--- config.mk ---
export PLATFORM = sky130hd
export DESIGN_NAME = alu_issue_stage
export DESIGN_NICKNAME = d
export VERILOG_FILES = /design/src/rtl/alu_pkg.sv /design/src/rtl/rv_skid_buffer.sv /design/src/rtl/alu_issue_stage.sv
export SDC_FILE = /design/constraint.sdc
export NUM_CORES = 1
export LEC_CHECK = 0
export CORE_ASPECT_RATIO = 0.5
export CORE_MARGIN = 1
export CORE_UTILIZATION = 50
export CTS_BUF_LIST = sky130_fd_sc_hd__clkbuf_4 sky130_fd_sc_hd__clkbuf_8
export DETAILED_ROUTE_END_ITERATION = 6
export PLACE_DENSITY_LB_ADDON = 0.15
export SKIP_CTS_REPAIR_TIMING = 1
export SYNTH_ARGS = -nofsm -noshare
export SYNTH_HDL_FRONTEND = slang
export SYNTH_SLANG_ARGS = --single-unit
--- constraint.sdc ---
create_clock -name clk -period 4.4 [get_ports clk]
set_input_delay 0.88 -clock clk [delete_from_list [all_inputs] [get_ports clk]]
set_output_delay 0.88 -clock clk [all_outputs]
set_load 0.05 [all_outputs]
--- src/rtl/alu_pkg.sv ---
// alu_pkg: ALU op encoding, RV32I opcodes, decoded issue entry and decode function
package alu_pkg;
  typedef enum logic [2:0] {
    ALU_ADD  = 3'b000,
    ALU_SLL  = 3'b001,
    ALU_SLT  = 3'b010,
    ALU_SLTU = 3'b011,
    ALU_XOR  = 3'b100,
    ALU_SR   = 3'b101,
    ALU_OR   = 3'b110,
    ALU_AND  = 3'b111
  } alu_op_e;
  localparam logic [6:0] OPC_OP     = 7'b0110011;
  localparam logic [6:0] OPC_OP_IMM = 7'b0010011;
  localparam logic [6:0] OPC_LUI    = 7'b0110111;
  localparam logic [6:0] OPC_AUIPC  = 7'b0010111;
  typedef struct packed {
    logic [31:0] in1;
    logic [31:0] in2;
    alu_op_e     op;
    logic        qual;
    logic [4:0]  rd;
    logic        rd_we;
    logic        illegal;
  } issue_entry_t;
  function automatic issue_entry_t decode(input logic [31:0] instr, pc, rs1, rs2);
    issue_entry_t e;
    logic [6:0] f7;
    logic [2:0] f3;
    f7 = instr[31:25];
    f3 = instr[14:12];
    e = '0;
    e.rd = instr[11:7];
    e.illegal = 1'b1;
    case (instr[6:0])
      OPC_OP: begin
        e.in1 = rs1;
        e.in2 = rs2;
        e.op = alu_op_e'(f3);
        e.qual = instr[30];
        e.illegal = !(f7 == 7'h00 || (f7 == 7'h20 && (f3 == 3'b000 || f3 == 3'b101)));
      end
      OPC_OP_IMM: begin
        e.in1 = rs1;
        e.in2 = {{20{instr[31]}}, instr[31:20]};
        e.op = alu_op_e'(f3);
        e.qual = f3 == 3'b101 && instr[30];
        e.illegal = (f3 == 3'b001 && f7 != 7'h00) || (f3 == 3'b101 && f7 != 7'h00 && f7 != 7'h20);
      end
      OPC_LUI: begin
        e.in2 = {instr[31:12], 12'b0};
        e.illegal = 1'b0;
      end
      OPC_AUIPC: begin
        e.in1 = pc;
        e.in2 = {instr[31:12], 12'b0};
        e.illegal = 1'b0;
      end
      default: ;
    endcase
    if (e.illegal) begin
      e.in1 = '0;
      e.in2 = '0;
      e.op = ALU_ADD;
      e.qual = 1'b0;
    end
    e.rd_we = !e.illegal && e.rd != 5'd0;
    return e;
  endfunction
endpackage

--- src/rtl/rv_skid_buffer.sv ---
// rv_skid_buffer: 2-entry valid/ready buffer, main entry drives output, skid catches overflow
module rv_skid_buffer #(
  parameter type T = logic
) (
  input  logic clk,
  input  logic reset_i,
  input  logic flush_i,
  input  logic in_valid_i,
  output logic in_ready_o,
  input  T     in_data_i,
  output logic out_valid_o,
  input  logic out_ready_i,
  output T     out_data_o
);
  logic main_v, skid_v;
  T main_q, skid_q;
  logic in_fire, out_fire;
  assign in_fire = in_valid_i && !skid_v;
  assign out_fire = main_v && out_ready_i;
  assign in_ready_o = !skid_v;
  assign out_valid_o = main_v;
  assign out_data_o = main_q;
  always_ff @(posedge clk) begin
    if (reset_i) begin
      main_v <= 1'b0;
      skid_v <= 1'b0;
      main_q <= '0;
      skid_q <= '0;
    end else if (flush_i) begin
      main_v <= 1'b0;
      skid_v <= 1'b0;
    end else if (skid_v) begin
      if (out_fire) begin
        main_q <= skid_q;
        skid_v <= 1'b0;
      end
    end else if (in_fire) begin
      if (!main_v || out_fire) begin
        main_q <= in_data_i;
        main_v <= 1'b1;
      end else begin
        skid_q <= in_data_i;
        skid_v <= 1'b1;
      end
    end else if (out_fire) begin
      main_v <= 1'b0;
    end
  end
endmodule

--- src/rtl/alu_issue_stage.sv ---
// alu_issue_stage: RV32I ALU decode/issue stage with registered skid-buffered output and issue counter
module alu_issue_stage
  import alu_pkg::*;
#(
  parameter int CNT_W = 32
) (
  input  logic             clk,
  input  logic             reset_i,
  input  logic             flush_i,
  input  logic             in_valid_i,
  output logic             in_ready_o,
  input  logic [31:0]      instr_i,
  input  logic [31:0]      pc_i,
  input  logic [31:0]      rs1_data_i,
  input  logic [31:0]      rs2_data_i,
  output logic             out_valid_o,
  input  logic             out_ready_i,
  output logic [31:0]      alu_in1_o,
  output logic [31:0]      alu_in2_o,
  output logic [2:0]       alu_op_o,
  output logic             alu_qual_o,
  output logic [4:0]       rd_o,
  output logic             rd_we_o,
  output logic             illegal_o,
  output logic [CNT_W-1:0] issue_cnt_o
);
  issue_entry_t in_e, out_e;
  assign in_e = decode(instr_i, pc_i, rs1_data_i, rs2_data_i);
  rv_skid_buffer #(.T(issue_entry_t)) u_skid (
    .clk        (clk),
    .reset_i    (reset_i),
    .flush_i    (flush_i),
    .in_valid_i (in_valid_i),
    .in_ready_o (in_ready_o),
    .in_data_i  (in_e),
    .out_valid_o(out_valid_o),
    .out_ready_i(out_ready_i),
    .out_data_o (out_e)
  );
  assign alu_in1_o = out_e.in1;
  assign alu_in2_o = out_e.in2;
  assign alu_op_o = out_e.op;
  assign alu_qual_o = out_e.qual;
  assign rd_o = out_e.rd;
  assign rd_we_o = out_e.rd_we;
  assign illegal_o = out_e.illegal;
  // a transfer taken in a flush cycle still counts
  always_ff @(posedge clk) begin
    if (reset_i) issue_cnt_o <= '0;
    else if (out_valid_o && out_ready_i) issue_cnt_o <= issue_cnt_o + CNT_W'(1);
  end
endmodule
==> impl_metrics.toml <==
[layout]
layout-drive-gt1-share_pct = 6.106
postLayoutCoreUtil_pct = 70.22
final_cell_area_um2 = 11080
syn2layout_area_growth_pct = 33.75
fin_nets = 1333
antennaDiodeCount = 0

[critical_path]
reg2reg_depth = 6
cp.arrival_ps = 3750
critPathKind = "in -> reg"
cp-start-kind = "input pin"
worstSetupEndpointType = "register"
crit_path_max_fanout = 38
r2r_slack_ps = 1800
cp.required_ps = 4770

[grt]
antenna_found_initial = 0
grt_pass1_vias = 7929
grt_overflow_total = 0
grt_max_degree = 73
grt_pass1_wl_um = 39540
track_usage_pct = 29.19

[sta]
fin_skew_ps = 15.44
hold_viol = 0
rsz0062_at_grt = "no"
finalSetupTns_ps = 0
setup_viol = 0
fmax_mhz = 296.2
worst_pin_slew_ps = 1105
min_period_ps = 3376
maxSlewHeadroom_pct = 26.36
min_period_over_period_pct = 76.73
report.final.slew_viol_count = 0

[floorplanning]
rows = 32
start_util_pct = 52.50
die_w_um = 184.0
core-area_um2 = 15780
die_area_um2 = 17110
io_pins = 242
die_h_um = 93.01

[drt]
antenna_left = 0
drt_first_iter_violations = 675
dr_total_vias = 8386
avgViaCountPerCell = 5.852
drc = 0
totalWireLength_um = 24950
firstDrtPassIters = 5
wl_per_cell_um = 17.41

[synth]
synth_area_leaders = "dfxtp_1 44%, a21oi_1 14%, a22o_1 5.5%"
synth_top_cell_area_share_pct = 44.48
synth-seq-cells = 184
ys_warn_count = 0
async_flop_share_pct = 0
post_synth_num_cell_types = 43
yosysMostFrequentCell = "a21oi_1"
syn_avg_cell_area_um2 = 8.183
synth_common_cells = "227 x a21oi_1, 184 x dfxtp_1, 83 x nor2_1, 67 x nand3_1, 64 x nand2_1"
syn_nets = 1146
ys_seq_area_share_pct = 44.48
syn-cell-area_um2 = 8282
syn_inst = 1012
synth_edf_count = 0
yosysTopAreaCell = "dfxtp_1"
ys.flop_type = "dfxtp_1"

[clock_network]
h-tree-depth = 4
cts_sinks = 184
cts_tree = "yes"
cts.path.max_buffers = 2
clock_latency_ps = 480
clk_root_buffer_cell = "clkbuf_8"
clk_pin_slew_ps = 90
cts_buffers = 17

[worst_hold_path]
hold_path_depth = 2
holdCritPathClass = "reg -> reg"

[placed_design]
hpwl_um = 16480
placed_area_um2 = 10710
io_buffers = 241
gp_congestion = 0.9061

[power_and_ir_drop]
cellPowerDensity_nw_per_um2 = 312.4
p_leak_nw = 3.815
vdd_drop_max_uv = 202.3

[run]
cap_violations = 0

[status]
status = "finished, final reports clean"
-- final timing paths --
check	start	to
worst min register to register	u_skid.skid_q[14]$_SDFFE_PP0P_	u_skid.skid_q[14]$_SDFFE_PP0P_
worst max register to register	u_skid.out_valid_o$_SDFFE_PP0P_	u_skid.out_data_o[42]$_SDFFE_PP0P_
worst min-delay path	u_skid.skid_q[14]$_SDFFE_PP0P_	u_skid.skid_q[14]$_SDFFE_PP0P_
worst max-delay path	instr_i[5]	u_skid.skid_q[9]$_SDFFE_PP0P_
-- power breakdown --
group | internal [W] | switching (W)
logic | 0.000253 | 0.000388
clock network | 0.000466 | 0.000618
registers | 0.00171 | 0.0000264
-- critical path, stage by stage --
cell and delay, ps:
clkdlybuf4s50_1 570, nor2b_1 240, o211ai_1 110, o31a_2 500, buf_4 480, nand4_1 550, o21ai_0 380
-- flip-flops by register name, summed over array words and instances, names as in the netlist --
register and flops:
u_skid.out_data_o 75, u_skid.skid_q 75, issue_cnt_o 32, u_skid.out_valid_o 1, u_skid.skid_v 1
-- through the flow --
stage	setup slack [ps]	power (W)	hold WS, ps	cells
2_1_floorplan	2183	0.002133	424.7	1012
3_3_place_gp	723.1	0.002403	433.1	1401
3_5_place_dp	602.1	0.002410	441.7	1401
4_1_cts	1095	0.003470	462.6	1433
5_1_grt	815.8	0.003582	486.2	1433
6_report	1024	0.003460	460.5	1433
-- area by class of cell --
cell class	count	area, um^2
clock buffer	23	304.0
clock inverter	9	66.31
fill	1328	4698
inverter	12	45.04
multi-input combinational	727	4178
sequential	184	3685
tap	221	276.5
timing repair buffer	257	2522
-- cells in the final DEF, fill, tap and decap left out, types with 2 or more instances in the layout --
| cell | Yosys | layout |
|---|---|---|
| a2111oi_0 | 5 | 5 |
| a211oi_1 | 20 | 20 |
| a21oi_1 | 227 | 227 |
| a21oi_2 | 11 | 11 |
| a22o_1 | 52 | 52 |
| a32oi_1 | 3 | 3 |
| and2_1 | 2 | 2 |
| and3_1 | 7 | 6 |
| and4_1 | 7 | 7 |
| buf_2 | 19 | 2 |
| buf_4 | 7 | 16 |
| clkbuf_4 | 0 | 2 |
| clkbuf_8 | 0 | 21 |
| clkdlybuf4s50_1 | 0 | 239 |
| clkinv_2 | 0 | 2 |
| clkinvlp_4 | 0 | 4 |
| dfxtp_1 | 184 | 183 |
| inv_1 | 12 | 11 |
| inv_6 | 0 | 2 |
| mux2i_1 | 18 | 18 |
| nand2_1 | 64 | 64 |
| nand3_1 | 67 | 67 |
| nand4_1 | 8 | 8 |
| nor2_1 | 83 | 82 |
| nor2_2 | 2 | 2 |
| nor2b_1 | 37 | 36 |
| nor3_1 | 15 | 15 |
| nor4_1 | 7 | 7 |
| o21ai_0 | 44 | 44 |
| o22ai_1 | 2 | 2 |
| xnor2_1 | 20 | 20 |
| xor2_1 | 10 | 10 |
-- metal layers --
| layer | wire (um) | global-route usage, % | vias to the layer above |
|---|---|---|---|
| li1 | - | - | 3989 |
| met1 | 10570 | 36.71 | 3969 |
| met2 | 11620 | 48.14 | 380 |
| met3 | 2201 | 7.555 | 48 |
| met4 | 562 | 11.32 | 0 |
| met5 | 0 | 0 | - |
-- cells by family (layout without fill, tap and decap cells) --
kind of cell | count (synthesis) | after routing | share of synthesized area [%]
compound gates | 371 | 371 | 26.58
xor+xnor | 30 | 30 | 3.173
fa+ha+maj | 1 | 1 | 0.1511
buf+inv | 101 | 301 | 5.454
flops | 184 | 184 | 44.48
mux | 18 | 18 | 2.176
simple gates | 307 | 307 | 17.99
(Power assumes the default switching activity.)
